`src/rtl/dma_pkg.sv`:
```
// Shared register offsets, CTRL bit positions and FSM encodings for the DMA engine.
// Pure declarations: no latency, no backpressure.
package dma_pkg;

  localparam logic [1:0] REG_SRC  = 2'd0;
  localparam logic [1:0] REG_DST  = 2'd1;
  localparam logic [1:0] REG_LEN  = 2'd2;
  localparam logic [1:0] REG_CTRL = 2'd3;

  localparam int CTRL_START = 0;
  localparam int CTRL_BUSY  = 1;
  localparam int CTRL_DONE  = 2;
  localparam int CTRL_IE    = 3;
  localparam int CTRL_ABORT = 4;
  localparam int CTRL_FILL  = 5;

  typedef enum logic [2:0] {
    ST_IDLE = 3'd0,
    ST_REQ  = 3'd1,
    ST_RD   = 3'd2,
    ST_CAP  = 3'd3,
    ST_WR   = 3'd4,
    ST_GAP  = 3'd5,
    ST_DONE = 3'd6
  } state_t;

endpackage

```
`src/rtl/dma_if.sv`:
```
// CPU register bus plus SoC master bus of the DMA engine; slave = DMA view, master = SoC view.
// Wires only: no latency; flow control is the req/gnt pair.
interface dma_if;
  logic        i_we;
  logic [15:0] i_addr;
  logic [15:0] i_wdata;
  logic [15:0] o_rdata;
  logic        o_req;
  logic        i_gnt;
  logic [15:0] o_m_addr;
  logic        o_m_we;
  logic [15:0] o_m_wdata;
  logic [15:0] i_m_rdata;
  logic        o_int;

  modport slave (
    input  i_we, i_addr, i_wdata, i_gnt, i_m_rdata,
    output o_rdata, o_req, o_m_addr, o_m_we, o_m_wdata, o_int
  );

  modport master (
    output i_we, i_addr, i_wdata, i_gnt, i_m_rdata,
    input  o_rdata, o_req, o_m_addr, o_m_we, o_m_wdata, o_int
  );
endinterface

```
`src/rtl/dma_regs.sv`:
```
// DMA register file: decode, SRC/DST/LEN counters, sticky DONE, read mux; FILL bit only with DMA_FILL_EN.
// Latency: writes land on the next edge, reads are combinational; no backpressure (CPU bus never stalls).
module dma_regs
  import dma_pkg::*;
#(
  parameter logic [15:0] BASE_ADDR = 16'h0430
) (
  input  logic        i_clk,
  input  logic        i_reset_n,
  input  logic        i_we,
  input  logic [15:0] i_addr,
  input  logic [15:0] i_wdata,
  input  logic        i_idle,
  input  logic        i_busy,
  input  logic        i_step,
  input  logic        i_done_set,
  output logic [15:0] o_rdata,
  output logic [15:0] o_src,
  output logic [15:0] o_dst,
  output logic [15:0] o_len,
  output logic        o_ie,
  output logic        o_done,
  output logic        o_fill,
  output logic        o_start,
  output logic        o_abort
);

  logic [15:0] off;
  logic        hit;
  logic        wr_src, wr_dst, wr_len, wr_ctrl;

  assign off     = i_addr - BASE_ADDR;
  assign hit     = (off < 16'd4);
  assign wr_src  = i_we && hit && (off[1:0] == REG_SRC);
  assign wr_dst  = i_we && hit && (off[1:0] == REG_DST);
  assign wr_len  = i_we && hit && (off[1:0] == REG_LEN);
  assign wr_ctrl = i_we && hit && (off[1:0] == REG_CTRL);

  assign o_start = wr_ctrl && i_wdata[CTRL_START] && i_idle;
  assign o_abort = wr_ctrl && i_wdata[CTRL_ABORT];

  always_ff @(posedge i_clk or negedge i_reset_n) begin
    if (!i_reset_n) begin
      o_src  <= 16'h0;
      o_dst  <= 16'h0;
      o_len  <= 16'h0;
      o_ie   <= 1'b0;
      o_done <= 1'b0;
    end else begin
      // Address writes are only taken while idle, so they never race the step.
      if (wr_src && i_idle)          o_src <= i_wdata;
      else if (i_step && !o_fill)    o_src <= o_src + 16'd1;
      if (wr_dst && i_idle)          o_dst <= i_wdata;
      else if (i_step)               o_dst <= o_dst + 16'd1;
      if (wr_len && i_idle)          o_len <= i_wdata;
      else if (i_step)               o_len <= o_len - 16'd1;
      if (wr_ctrl)                   o_ie  <= i_wdata[CTRL_IE];
      // Hardware set beats a same-cycle W1C or a fresh launch.
      if (i_done_set)
        o_done <= 1'b1;
      else if ((wr_ctrl && i_wdata[CTRL_DONE]) || (o_start && o_len != 16'h0))
        o_done <= 1'b0;
    end
  end

`ifdef DMA_FILL_EN
  logic fill_q;
  always_ff @(posedge i_clk or negedge i_reset_n) begin
    if (!i_reset_n)              fill_q <= 1'b0;
    else if (wr_ctrl && i_idle)  fill_q <= i_wdata[CTRL_FILL];
  end
  assign o_fill = fill_q;
`else
  assign o_fill = 1'b0;
`endif

  always_comb begin
    o_rdata = 16'h0;
    if (hit) begin
      case (off[1:0])
        REG_SRC: o_rdata = o_src;
        REG_DST: o_rdata = o_dst;
        REG_LEN: o_rdata = o_len;
        REG_CTRL: begin
          o_rdata[CTRL_BUSY] = i_busy;
          o_rdata[CTRL_DONE] = o_done;
          o_rdata[CTRL_IE]   = o_ie;
          o_rdata[CTRL_FILL] = o_fill;
        end
        default: o_rdata = 16'h0;
      endcase
    end
  end

endmodule

```
`src/rtl/dma_ctrl.sv`:
```
// Single-channel mem-to-mem DMA: copy 3 cycles/word (fill 1 cycle/word with DMA_FILL_EN), level IRQ on done.
// Backpressure: waits in REQ for i_gnt; releases o_req for one GAP cycle after every BURST words.
module dma_ctrl
  import dma_pkg::*;
#(
  parameter logic [15:0] BASE_ADDR = 16'h0430,
  parameter int          BURST     = 4
) (
  input logic  i_clk,
  input logic  i_reset_n,
  dma_if.slave bus
);

  localparam logic [7:0] BURST_LAST = 8'(BURST - 1);

  state_t      state, state_nxt;
  logic [7:0]  burst_cnt;
  logic [15:0] data_q;
  logic        abort_pend, abort_hit;
  logic [15:0] src, dst, len;
  logic        ie, done, fill, start, abort_wr;
  logic        idle, busy, step, done_set;

  assign idle      = (state == ST_IDLE);
  assign busy      = (state != ST_IDLE) && (state != ST_DONE);
  assign step      = (state == ST_WR);
  assign done_set  = (state == ST_DONE) || (idle && start && len == 16'h0);
  assign abort_hit = abort_pend || abort_wr;

  dma_regs #(.BASE_ADDR(BASE_ADDR)) u_regs (
    .i_clk      (i_clk),
    .i_reset_n  (i_reset_n),
    .i_we       (bus.i_we),
    .i_addr     (bus.i_addr),
    .i_wdata    (bus.i_wdata),
    .i_idle     (idle),
    .i_busy     (busy),
    .i_step     (step),
    .i_done_set (done_set),
    .o_rdata    (bus.o_rdata),
    .o_src      (src),
    .o_dst      (dst),
    .o_len      (len),
    .o_ie       (ie),
    .o_done     (done),
    .o_fill     (fill),
    .o_start    (start),
    .o_abort    (abort_wr)
  );

  always_ff @(posedge i_clk or negedge i_reset_n) begin
    if (!i_reset_n) state <= ST_IDLE;
    else            state <= state_nxt;
  end

  always_comb begin
    state_nxt = state;
    case (state)
      ST_IDLE: if (start && len != 16'h0) state_nxt = ST_REQ;
      ST_REQ: begin
        if (abort_hit)      state_nxt = ST_DONE;
        else if (bus.i_gnt) state_nxt = fill ? ST_WR : ST_RD;
      end
      ST_RD:  state_nxt = ST_CAP;
      ST_CAP: state_nxt = ST_WR;
      ST_WR: begin
        if (len == 16'd1 || abort_hit)  state_nxt = ST_DONE;
        else if (burst_cnt == BURST_LAST) state_nxt = ST_GAP;
        else                            state_nxt = fill ? ST_WR : ST_RD;
      end
      ST_GAP:  state_nxt = ST_REQ;
      ST_DONE: state_nxt = ST_IDLE;
      default: state_nxt = ST_IDLE;
    endcase
  end

  // Master outputs are gated by i_gnt so nothing leaks onto the shared bus ungranted.
  always_comb begin
    bus.o_req     = 1'b0;
    bus.o_m_addr  = 16'h0;
    bus.o_m_we    = 1'b0;
    bus.o_m_wdata = 16'h0;
    case (state)
      ST_REQ, ST_CAP: bus.o_req = 1'b1;
      ST_RD: begin
        bus.o_req = 1'b1;
        if (bus.i_gnt) bus.o_m_addr = src;
      end
      ST_WR: begin
        bus.o_req = 1'b1;
        if (bus.i_gnt) begin
          bus.o_m_addr  = dst;
          bus.o_m_we    = 1'b1;
          bus.o_m_wdata = fill ? src : data_q;
        end
      end
      default: ;
    endcase
  end

  assign bus.o_int = done & ie;

  always_ff @(posedge i_clk or negedge i_reset_n) begin
    if (!i_reset_n) begin
      burst_cnt  <= 8'h0;
      data_q     <= 16'h0;
      abort_pend <= 1'b0;
    end else begin
      if (state == ST_WR)                            burst_cnt <= burst_cnt + 8'd1;
      else if (state == ST_GAP || state == ST_DONE)  burst_cnt <= 8'h0;
      if (state == ST_CAP) data_q <= bus.i_m_rdata;
      // ABORT is held until the in-flight word finishes its write.
      if (idle || state == ST_DONE) abort_pend <= 1'b0;
      else if (abort_wr)            abort_pend <= 1'b1;
    end
  end

endmodule

```
`src/flat_wrapper.sv`:
```
// flat-port wrapper written by rule: the top's interface ports become plain ports
module dma_ctrl_flat import dma_pkg::*;
#(
  parameter logic [15:0] BASE_ADDR = 16'h0430,
  parameter int          BURST     = 4
)
  (i_clk, i_reset_n, bus_i_we, bus_i_addr, bus_i_wdata, bus_i_gnt, bus_i_m_rdata, bus_o_rdata, bus_o_req, bus_o_m_addr, bus_o_m_we, bus_o_m_wdata, bus_o_int);
  dma_if bus_i ();
  input logic i_clk;
  input logic i_reset_n;
  input wire logic [$bits(bus_i.i_we)-1:0] bus_i_we;
  input wire logic [$bits(bus_i.i_addr)-1:0] bus_i_addr;
  input wire logic [$bits(bus_i.i_wdata)-1:0] bus_i_wdata;
  input wire logic [$bits(bus_i.i_gnt)-1:0] bus_i_gnt;
  input wire logic [$bits(bus_i.i_m_rdata)-1:0] bus_i_m_rdata;
  output wire logic [$bits(bus_i.o_rdata)-1:0] bus_o_rdata;
  output wire logic [$bits(bus_i.o_req)-1:0] bus_o_req;
  output wire logic [$bits(bus_i.o_m_addr)-1:0] bus_o_m_addr;
  output wire logic [$bits(bus_i.o_m_we)-1:0] bus_o_m_we;
  output wire logic [$bits(bus_i.o_m_wdata)-1:0] bus_o_m_wdata;
  output wire logic [$bits(bus_i.o_int)-1:0] bus_o_int;
  assign bus_i.i_we = bus_i_we;
  assign bus_i.i_addr = bus_i_addr;
  assign bus_i.i_wdata = bus_i_wdata;
  assign bus_i.i_gnt = bus_i_gnt;
  assign bus_i.i_m_rdata = bus_i_m_rdata;
  assign bus_o_rdata = bus_i.o_rdata;
  assign bus_o_req = bus_i.o_req;
  assign bus_o_m_addr = bus_i.o_m_addr;
  assign bus_o_m_we = bus_i.o_m_we;
  assign bus_o_m_wdata = bus_i.o_m_wdata;
  assign bus_o_int = bus_i.o_int;
  dma_ctrl #(.BASE_ADDR(BASE_ADDR), .BURST(BURST)) u_core (.i_clk(i_clk), .i_reset_n(i_reset_n), .bus(bus_i));
endmodule
```
`config.mk`:
```
export PLATFORM = sky130hd
export DESIGN_NAME = dma_ctrl_flat
export DESIGN_NICKNAME = d
export VERILOG_FILES = /design/src/rtl/dma_pkg.sv /design/src/rtl/dma_if.sv /design/src/rtl/dma_regs.sv /design/src/rtl/dma_ctrl.sv /design/src/flat_wrapper.sv
export SDC_FILE = /design/constraint.sdc
export NUM_CORES = 1
export LEC_CHECK = 0
export CAP_MARGIN = 5
export CORE_ASPECT_RATIO = 1.25
export CORE_MARGIN = 8
export CORE_UTILIZATION = 25
export CTS_CLUSTER_DIAMETER = 80
export DETAILED_ROUTE_END_ITERATION = 8
export DONT_BUFFER_PORTS = 1
export SLEW_MARGIN = 40
export SYNTH_ARGS = -nofsm -noshare
export SYNTH_HDL_FRONTEND = slang
export SYNTH_SLANG_ARGS = --single-unit
```
`constraint.sdc`:
```
create_clock -name i_clk -period 1.9 [get_ports i_clk]
set_input_delay 0.19 -clock i_clk [delete_from_list [all_inputs] [get_ports i_clk]]
set_output_delay 0.19 -clock i_clk [all_outputs]
set_load 0.03 [all_outputs]
```
==> reports/qor.yml, run 1 <==
cts_tree: "yes"
synth-xor-area-share: 0.01200
cts_root_buf: "clkbuf_16"
setup_tns_ns: -1.385
post_drt_via_cell_ratio: 5.253
reg2reg_depth: 8
dr_wl_met3_mm: 2.008
setup_viol: 32
violations: "hold timing, setup timing"
clk_path_buf_depth: 2
fillCellCount: 2006
finalMaxSlewViolations: 0
crit_top_cell: "buf_6"
synth_nets: 651
wirelength_mm: 19.02
initial_utilization: 0.2541
io_buffer_count: 0
routed.top_layer: "met4"
endpoint_kind: "flip-flop"
final_cell_mix: "buf_4 (78), dfrtp_1 (78), nand2_1 (63), nor2_1 (61), a21oi_1 (39)"
path_cells: "buf_6 > nor3b_4 > buf_6 > buf_6 > nand4_1 > or3_4 > nand3_2 > o211ai_1"
antenna_left: 0
dp_hpwl_mm: 13.04
synth_top_family_by_area: "simple AND/OR/NAND/NOR gates"
finClkSkew_ns: 0.007441
critPathBufInv: 3
worstPathRequired_ns: 2.12
dp_cells: 929
fmax_ghz: 0.4981
vias: 5248
dr_wl_met2_mm: 8.847
p_per_area_nw_per_um2: 1033
synth-compound-area-share: 0.1938
syn-cell-area_um2: 5107
postLayoutCoreUtil: 0.3726
grt_usage: 0.1439
core-area_um2: 20100
setup.worst_path.start: "u_core.state[0]$_DFFE_PN0P_"
worstSetupPathType: "reg2reg"
grt_pass1_vias: 5012
cts.sinks: 78
slowest_stage: "or3_4"
rows: 58
syn_to_final_growth_pct: 46.64
syn_area_per_cell_um2: 8.598
maxSlewHeadroom: 0.7037
finalHoldViolCount: 78
route.detailed.drc: 0
endpoint: "u_core.u_regs.o_len[12]$_DFFE_PN0P_"
avgRoutedWirePerCell_um: 19.04
rsz0062_at_grt: "true"
hold_slack_ns: -0.4614
ys.flop_type: "dfrtp_1"
synth-simple-area-share: 0.2705
cp_max_fo: 6
stdcell_count: 999
layout-drive-gt1-share: 0.3228
r2r-end: "u_core.u_regs.o_len[12]$_DFFE_PN0P_"
overflow: 0
syn_inst: 594
finalCritPeriodShare: 1.057
crit_path_max_incr_delay_ns: 0.46
regToRegSetupSlack_ns: -0.11
met1_length_mm: 7.747
p_leak_nw: 3.240
ys_warn_count: 0
place_congestion: 0.8672
start_kind: "flip-flop"
status: "finished with violations"
synth-seq-area-share: 0.3822
antenna_found_initial: 1
ys_seq_elements: 78
grt_pass1_wl_mm: 28.25
die_width_um: 143.8
clock_latency_ns: 0.35
critical_path_depth: 8
clk_pin_slew_worst_paths_ns: 0.06
r2r-start: "u_core.state[0]$_DFFE_PN0P_"
die_area_um2: 25290
htreeDepth: 3
dieHeight_um: 175.8
muxShareOfSynthArea: 0.08011
final_net_count: 780
synth_cell_types: 63
cap_violations: 0
pin_count: 103
critPathArrivalTime_ns: 2.23
synth_edf_count: 0
vdd_drop_max_mv: 0.7680
setup_ws_ns: -0.1077
cts_inserted_buffers: 9
first_pass_iters: 6
pre_cts_ws_ns: 0.02829
synth-async-reset-ratio: 1.000
critPathTopFamily: "simple AND/OR/NAND/NOR gates"
grt_max_degree: 79
layout_min_cycle_time_ns: 2.008
tightest_slew_ns: 0.4411
synthAdderAreaFrac: 0.01225
first_iter_violations: 562
hold_class: "in2async"
[worst register-to-register path: cells and delay by family (launching register included)]
| family | cells | cell delay, ns |
|---|---|---|
| simple gates | 4 | 1.00 |
| flops | 1 | 0.41 |
| buf+inv | 3 | 0.40 |
| compound gates | 1 | 0.07 |
[what timing repair did]
item,4_1_cts,5_1_grt
endpoints found under the setup margin,34,80
setup buffers,6,14
gates cloned,0,3
endpoints found under the hold margin,137,79
gates resized for setup,32,92
pin swaps,3,39
hold buffers,31,1
[routing by layer]
layer	up-vias	track usage
li1	2456	-
met1	2508	0.1738
met2	253	0.2283
met3	31	0.05352
met4	0	0.05182
met5	-	0
[stage by stage]
| step | power, W | instance area, um^2 |
|---|---|---|
| final | 0.007734 | 7490 |
| after global routing | 0.008142 | 7490 |
| after detailed placement | 0.005275 | 6251 |
| after CTS | 0.007378 | 7072 |
| after global placement | 0.005233 | 6251 |
| after floorplan | 0.004183 | 5114 |
[final cells by class]
type / count / area [um^2] / share of cell area
diodes: 1 / 2.502 / 0.0003341
clock buffers: 11 / 252.7 / 0.03375
clock inverters: 5 / 56.30 / 0.007518
inverters: 8 / 30.03 / 0.004009
multi-input cells: 461 / 3179 / 0.4245
flip-flops and latches: 78 / 1952 / 0.2606
well taps: 270 / 337.8 / 0.04511
repair buffers: 165 / 1679 / 0.2242
[worst min-delay path by stage]
stage                    from                       endpoint  slack [ns]  depth (start not counted)
CTS                 i_reset_n   u_core.data_q[7]$_DFFE_PN0N_       -0.47                          0
global route        i_reset_n  u_core.data_q[15]$_DFFE_PN0N_       -0.47                          0
floorplan           i_reset_n  u_core.abort_pend$_DFFE_PN0P_       -0.11                          0
detailed placement  i_reset_n  u_core.data_q[15]$_DFFE_PN0N_       -0.10                          0
finish              i_reset_n  u_core.data_q[15]$_DFFE_PN0N_       -0.46                          0
global placement    i_reset_n  u_core.data_q[15]$_DFFE_PN0N_       -0.10                          0
[cells by family after synthesis]
group	Yosys count
AND/OR/NAND/NOR	260
AO/OA/AOI/OAI	153
flip-flops	78
buffers and inverters	55
multiplexers	36
XOR/XNOR	7
adder cells (fa/ha/maj)	5
[report_power, final]
part | internal [W] | switching, W
Combinational | 0.00162 | 0.00163
Sequential | 0.00215 | 0.000508
Clock | 0.00109 | 0.000736
[sequential cells by signal, indices dropped and copies added, names as in the netlist]
signal / count
u_core.abort_pend: 1
u_core.burst_cnt: 8
u_core.u_regs.o_ie: 1
u_core.state: 3
u_core.u_regs.o_len: 16
u_core.u_regs.o_done: 1
u_core.u_regs.o_src: 16
u_core.u_regs.o_dst: 16
u_core.data_q: 16
[Yosys cell counts (10+ instances only)]
| cell | number | area share |
|---|---|---|
| clkbuf_1 | 31 | 0.023 |
| nor2_1 | 63 | 0.046 |
| a31oi_1 | 10 | 0.012 |
| a22o_1 | 17 | 0.029 |
| o21ai_0 | 42 | 0.041 |
| and3_1 | 23 | 0.028 |
| dfrtp_1 | 78 | 0.38 |
| nor4_1 | 10 | 0.012 |
| nand3_1 | 27 | 0.026 |
| mux2i_1 | 15 | 0.029 |
| mux2_2 | 19 | 0.042 |
| nand2_1 | 66 | 0.049 |
| nor3_1 | 11 | 0.011 |
| a21oi_1 | 40 | 0.039 |
Note: power is estimated with default switching activity, not from simulation.
==> inputs of run 2 (changes only) <==
--- a/config.mk
+++ b/config.mk
@@ -7,7 +7,7 @@
 export LEC_CHECK = 0
 export CAP_MARGIN = 5
 export CORE_ASPECT_RATIO = 1.25
-export CORE_MARGIN = 8
+export CORE_MARGIN = 5
 export CORE_UTILIZATION = 25
 export CTS_CLUSTER_DIAMETER = 80
 export DETAILED_ROUTE_END_ITERATION = 8
==> constraint.sdc (replaced) <==
create_clock -name i_clk -period 2.6 [get_ports i_clk]
set_input_delay 0.26 -clock i_clk [delete_from_list [all_inputs] [get_ports i_clk]]
set_output_delay 0.26 -clock i_clk [all_outputs]
set_load 0.03 [all_outputs]
==> reports/qor.yml, run 2 (same netlist as run 1, synthesis figures left out) <==
rsz0062_at_grt: "false"
critPathTopFamily: "compound AO/OA/AOI/OAI gates"
initial_utilization: 0.2541
cp_max_fo: 14
swShare: 0.3866
overflow: 0
wirelength_mm: 16.23
dieHeight_um: 169.8
path_cells: "buf_4 > nor2b_1 > nor3_1 > nand2_1 > o21ai_0 > a211oi_1 > buf_4"
crit_top_cell: "buf_4"
cts_inserted_buffers: 9
io_buffer_count: 0
grt_usage: 0.1407
cap_violations: 0
first_pass_iters: 5
final_common_cell: "dfrtp_1"
p_comb_frac: 0.313
setup_tns_ns: 0
finClkSkew_ns: 0.006867
critPathBufInv: 2
antennaDiodeCount: 0
endpoint_kind: "primary output"
grt_pass1_wl_mm: 25.47
fillCellCount: 2119
p_clk_frac: 0.265
dp_hpwl_mm: 12.03
pwr-share-seq: 0.422
vdd_drop_max_mv: 0.4536
vias: 4762
antenna_left: 0
dr_wl_met3_mm: 1.787
post_drt_via_cell_ratio: 5.405
maxSlewHeadroom: 0.4984
p_int_w: 0.002984
start_kind: "flip-flop"
hold_slack_ns: 0.02519
grt_max_degree: 79
clk_path_buf_depth: 2
avgRoutedWirePerCell_um: 18.42
pin_count: 103
cts.sinks: 78
first_iter_violations: 413
antenna_found_initial: 0
regArea_um2: 1953
critPathArrivalTime_ns: 2.21
multiInputGateArea_um2: 2914
status: "completed"
grt_pass1_vias: 4536
worstPathRequired_ns: 2.34
die_area_um2: 23410
layout_min_cycle_time_ns: 2.473
fmax_ghz: 0.4044
crit_path_max_incr_delay_ns: 0.50
final_net_count: 663
stdcell_count: 881
p_per_area_nw_per_um2: 808.4
routed.top_layer: "met4"
core-area_um2: 20100
finalHoldViolCount: 0
route.detailed.drc: 0
met1_length_mm: 6.939
worstSetupPathType: "reg2out"
rows: 58
clock_latency_ns: 0.35
dp_cells: 863
cts_root_buf: "clkbuf_16"
finalCritPeriodShare: 0.9510
slowest_stage: "a211oi_1"
netSwitchingPower_w: 0.001881
clk_pin_slew_worst_paths_ns: 0.06
finalMaxSlewViolations: 0
dr_wl_met2_mm: 7.320
layout-drive-gt1-share: 0.1669
setup_viol: 0
p_leak_nw: 2.515
place_congestion: 0.8880
tightest_slew_ns: 0.7470
postLayoutCoreUtil: 0.2994
hold_class: "in2reg"
htreeDepth: 3
die_width_um: 137.8
syn_to_final_growth_pct: 17.83
cts_tree: "yes"
final_cell_mix: "dfrtp_1 (77), nand2_1 (66), nor2_1 (63), o21ai_0 (42), a21oi_1 (39)"
[run 2: layout make-up]
class / instances / area share
inverters: 8 / 0.004990
well taps: 270 / 0.05613
clock buffers: 9 / 0.03742
repair buffers: 48 / 0.08025
flip-flops and latches: 78 / 0.3245
clock inverters: 7 / 0.01247
multi-input cells: 461 / 0.4842
[run 2: routing by layer]
layer,global-route usage,vias up
met5,0,-
met4,0.03395,0
met3,0.05931,16
met2,0.2116,212
met1,0.1876,2322
li1,-,2212
[run 2: path summary, 6_finish.rpt]
check | start | endpoint | slack (ns) | depth (start not counted)
min in group asynchronous | i_reset_n | u_core.state[1]$_DFFE_PN0P_ | 0.47 | 2
worst min register to register | u_core.data_q[3]$_DFFE_PN0N_ | u_core.data_q[3]$_DFFE_PN0N_ | 0.50 | 1
worst min-delay path | bus_i_wdata[9] | u_core.u_regs.o_src[9]$_DFFE_PN0P_ | 0.03 | 2
max in group asynchronous | i_reset_n | u_core.state[2]$_DFFE_PN0P_ | 1.81 | 2
worst max-delay path | u_core.state[1]$_DFFE_PN0P_ | bus_o_rdata[1] | 0.13 | 7
worst max register to register | u_core.u_regs.o_src[1]$_DFFE_PN0P_ | u_core.u_regs.o_src[14]$_DFFE_PN0P_ | 0.47 | 6
[run 2: power groups by stage]
| stage | Sequential [W] | Combinational, W | Clock (W) |
|---|---|---|---|
| floorplan | 0.00183 | 0.00123 | 0 |
| global placement | 0.00204 | 0.00146 | 0 |
| detailed placement | 0.00205 | 0.00149 | 0 |
| CTS | 0.00203 | 0.00153 | 0.00132 |
| global route | 0.00212 | 0.00170 | 0.00137 |
| finish | 0.00205 | 0.00152 | 0.00129 |
[run 2: repair_timing]
item,CTS,global route
buffers inserted,0,0
hold buffers,2,0
endpoints found under the hold margin,78,0
setup endpoints to repair,0,6
resized for setup,0,1
[run 2: worst register-to-register path, delay by kind of cell (launching register included)]
kind / cells / cell delay [ns]
fa+ha+maj: 1 / 0.27
simple gates: 5 / 1.30
flops: 1 / 0.50
[run 2: metrics by stage]
stage / cell area (um^2) / setup WS, ns / power [W]
floorplan: 5107 / 0.4588 / 0.003054
global placement: 5675 / 0.3781 / 0.003508
detailed placement: 5679 / 0.4276 / 0.003537
CTS: 6017 / 0.1180 / 0.004876
global route: 6018 / 0.03066 / 0.005178
finish: 6018 / 0.1274 / 0.004865
==> inputs of run 3 (changes only) <==
--- a/config.mk
+++ b/config.mk
@@ -12,6 +12,8 @@
 export CTS_CLUSTER_DIAMETER = 80
 export DETAILED_ROUTE_END_ITERATION = 8
 export DONT_BUFFER_PORTS = 1
+export SKIP_CTS_REPAIR_TIMING = 1
+export SKIP_LAST_GASP = 1
 export SLEW_MARGIN = 40
 export SYNTH_ARGS = -nofsm -noshare
 export SYNTH_HDL_FRONTEND = slang
==> reports/qor.yml, run 3 (same netlist as run 1, synthesis figures left out) <==
met1_length_mm: 7.111
overflow: 0
grt_pass1_wl_mm: 25.45
clk_path_buf_depth: 2
rows: 58
grt_usage: 0.1406
antennaDiodeCount: 0
postLayoutCoreUtil: 0.2994
final_common_cell: "dfrtp_1"
dp_hpwl_mm: 12.03
grt_max_degree: 79
finalCritPeriodShare: 0.9462
post_drt_via_cell_ratio: 5.343
layout_min_cycle_time_ns: 2.460
worstSetupPathType: "reg2out"
setup_viol: 0
core-area_um2: 20100
cts_root_buf: "clkbuf_16"
dieHeight_um: 169.8
grt_pass1_vias: 4525
critPathArrivalTime_ns: 2.20
final_cell_mix: "dfrtp_1 (77), nand2_1 (66), nor2_1 (63), o21ai_0 (42), a21oi_1 (39)"
fmax_ghz: 0.4065
cts_inserted_buffers: 9
die_area_um2: 23410
maxSlewHeadroom: 0.5001
route.detailed.drc: 0
endpoint_kind: "primary output"
die_width_um: 137.8
p_per_area_nw_per_um2: 808.3
io_buffer_count: 0
cts.sinks: 78
routed.top_layer: "met4"
vdd_drop_max_mv: 0.4533
vias: 4707
htreeDepth: 3
antenna_left: 0
clk_pin_slew_worst_paths_ns: 0.06
p_leak_nw: 2.515
layout-drive-gt1-share: 0.1669
setup_ws_ns: 0.1399
hold_class: "in2reg"
dr_wl_met3_mm: 1.618
cap_violations: 0
antenna_found_initial: 0
pre_cts_ws_ns: 0.4276
cts_tree: "yes"
worstPathRequired_ns: 2.34
rsz0062_at_grt: "false"
syn_to_final_growth_pct: 17.83
finalHoldViolCount: 0
tightest_slew_ns: 0.7444
initial_utilization: 0.2541
pin_count: 103
first_iter_violations: 443
final_net_count: 663
status: "completed"
finClkSkew_ns: 0.007256
clock_latency_ns: 0.35
avgRoutedWirePerCell_um: 18.46
start_kind: "flip-flop"
finalPower_w: 0.004865
place_congestion: 0.8880
cp_max_fo: 14
finalMaxSlewViolations: 0
dr_wl_met2_mm: 7.356
wirelength_mm: 16.26
setup_tns_ns: 0
first_pass_iters: 5
[run 3: cell counts in the layout (fill, tap and decap cells not counted)]
No cell type changed its count.
[run 3: worst max-delay path, stage by stage, from the launching register on]
cell      delay (ns)
dfrtp_1         0.37
buf_4           0.20
nor2b_1         0.23
nor3_1          0.12
nand2_1         0.09
o21ai_0         0.08
a211oi_1        0.49
buf_4           0.26
[run 3: layout make-up]
class / count / area, um^2
clock inverters: 7 / 75.07
multi-input cells: 461 / 2914
inverters: 8 / 30.03
flip-flops and latches: 78 / 1953
well taps: 270 / 337.8
clock buffers: 9 / 225.2
fillers: 2118 / 14080
repair buffers: 48 / 483.0
[run 3: final timing paths]
path | depth (start not counted) | start | end | slack (ns)
setup / recovery | 7 | u_core.state[1]$_DFFE_PN0P_ | bus_o_rdata[1] | 0.14
hold / removal | 2 | bus_i_wdata[9] | u_core.u_regs.o_src[9]$_DFFE_PN0P_ | 0.03
setup reg to reg | 6 | u_core.state[2]$_DFFE_PN0P_ | u_core.u_regs.o_src[7]$_DFFE_PN0P_ | 0.46
hold reg to reg | 1 | u_core.data_q[15]$_DFFE_PN0N_ | u_core.data_q[15]$_DFFE_PN0N_ | 0.51
max in group asynchronous | 2 | i_reset_n | u_core.data_q[13]$_DFFE_PN0N_ | 1.75
min in group asynchronous | 2 | i_reset_n | u_core.data_q[1]$_DFFE_PN0N_ | 0.47
[run 3: metal layers]
metal | GRT usage | up-vias
met5 | 0 | -
met4 | 0.03395 | 0
met3 | 0.05961 | 14
met2 | 0.2118 | 183
met1 | 0.1871 | 2298
li1 | - | 2212
[run 3: where the power goes]
part | internal (W) | leakage, nW | switching [W]
logic | 0.000670 | 1.41 | 0.000855
clock network | 0.000745 | 0.138 | 0.000543
registers | 0.00157 | 0.966 | 0.000482
[run 3: through the flow]
step	instances	hold WS, ns	area, um^2
after floorplan	594	-0.03559	5107
after global placement	863	-0.03229	5675
after detailed placement	863	-0.03250	5679
after CTS	879	-0.4082	5979
after global routing	881	0.02034	6018
final	881	0.02592	6018
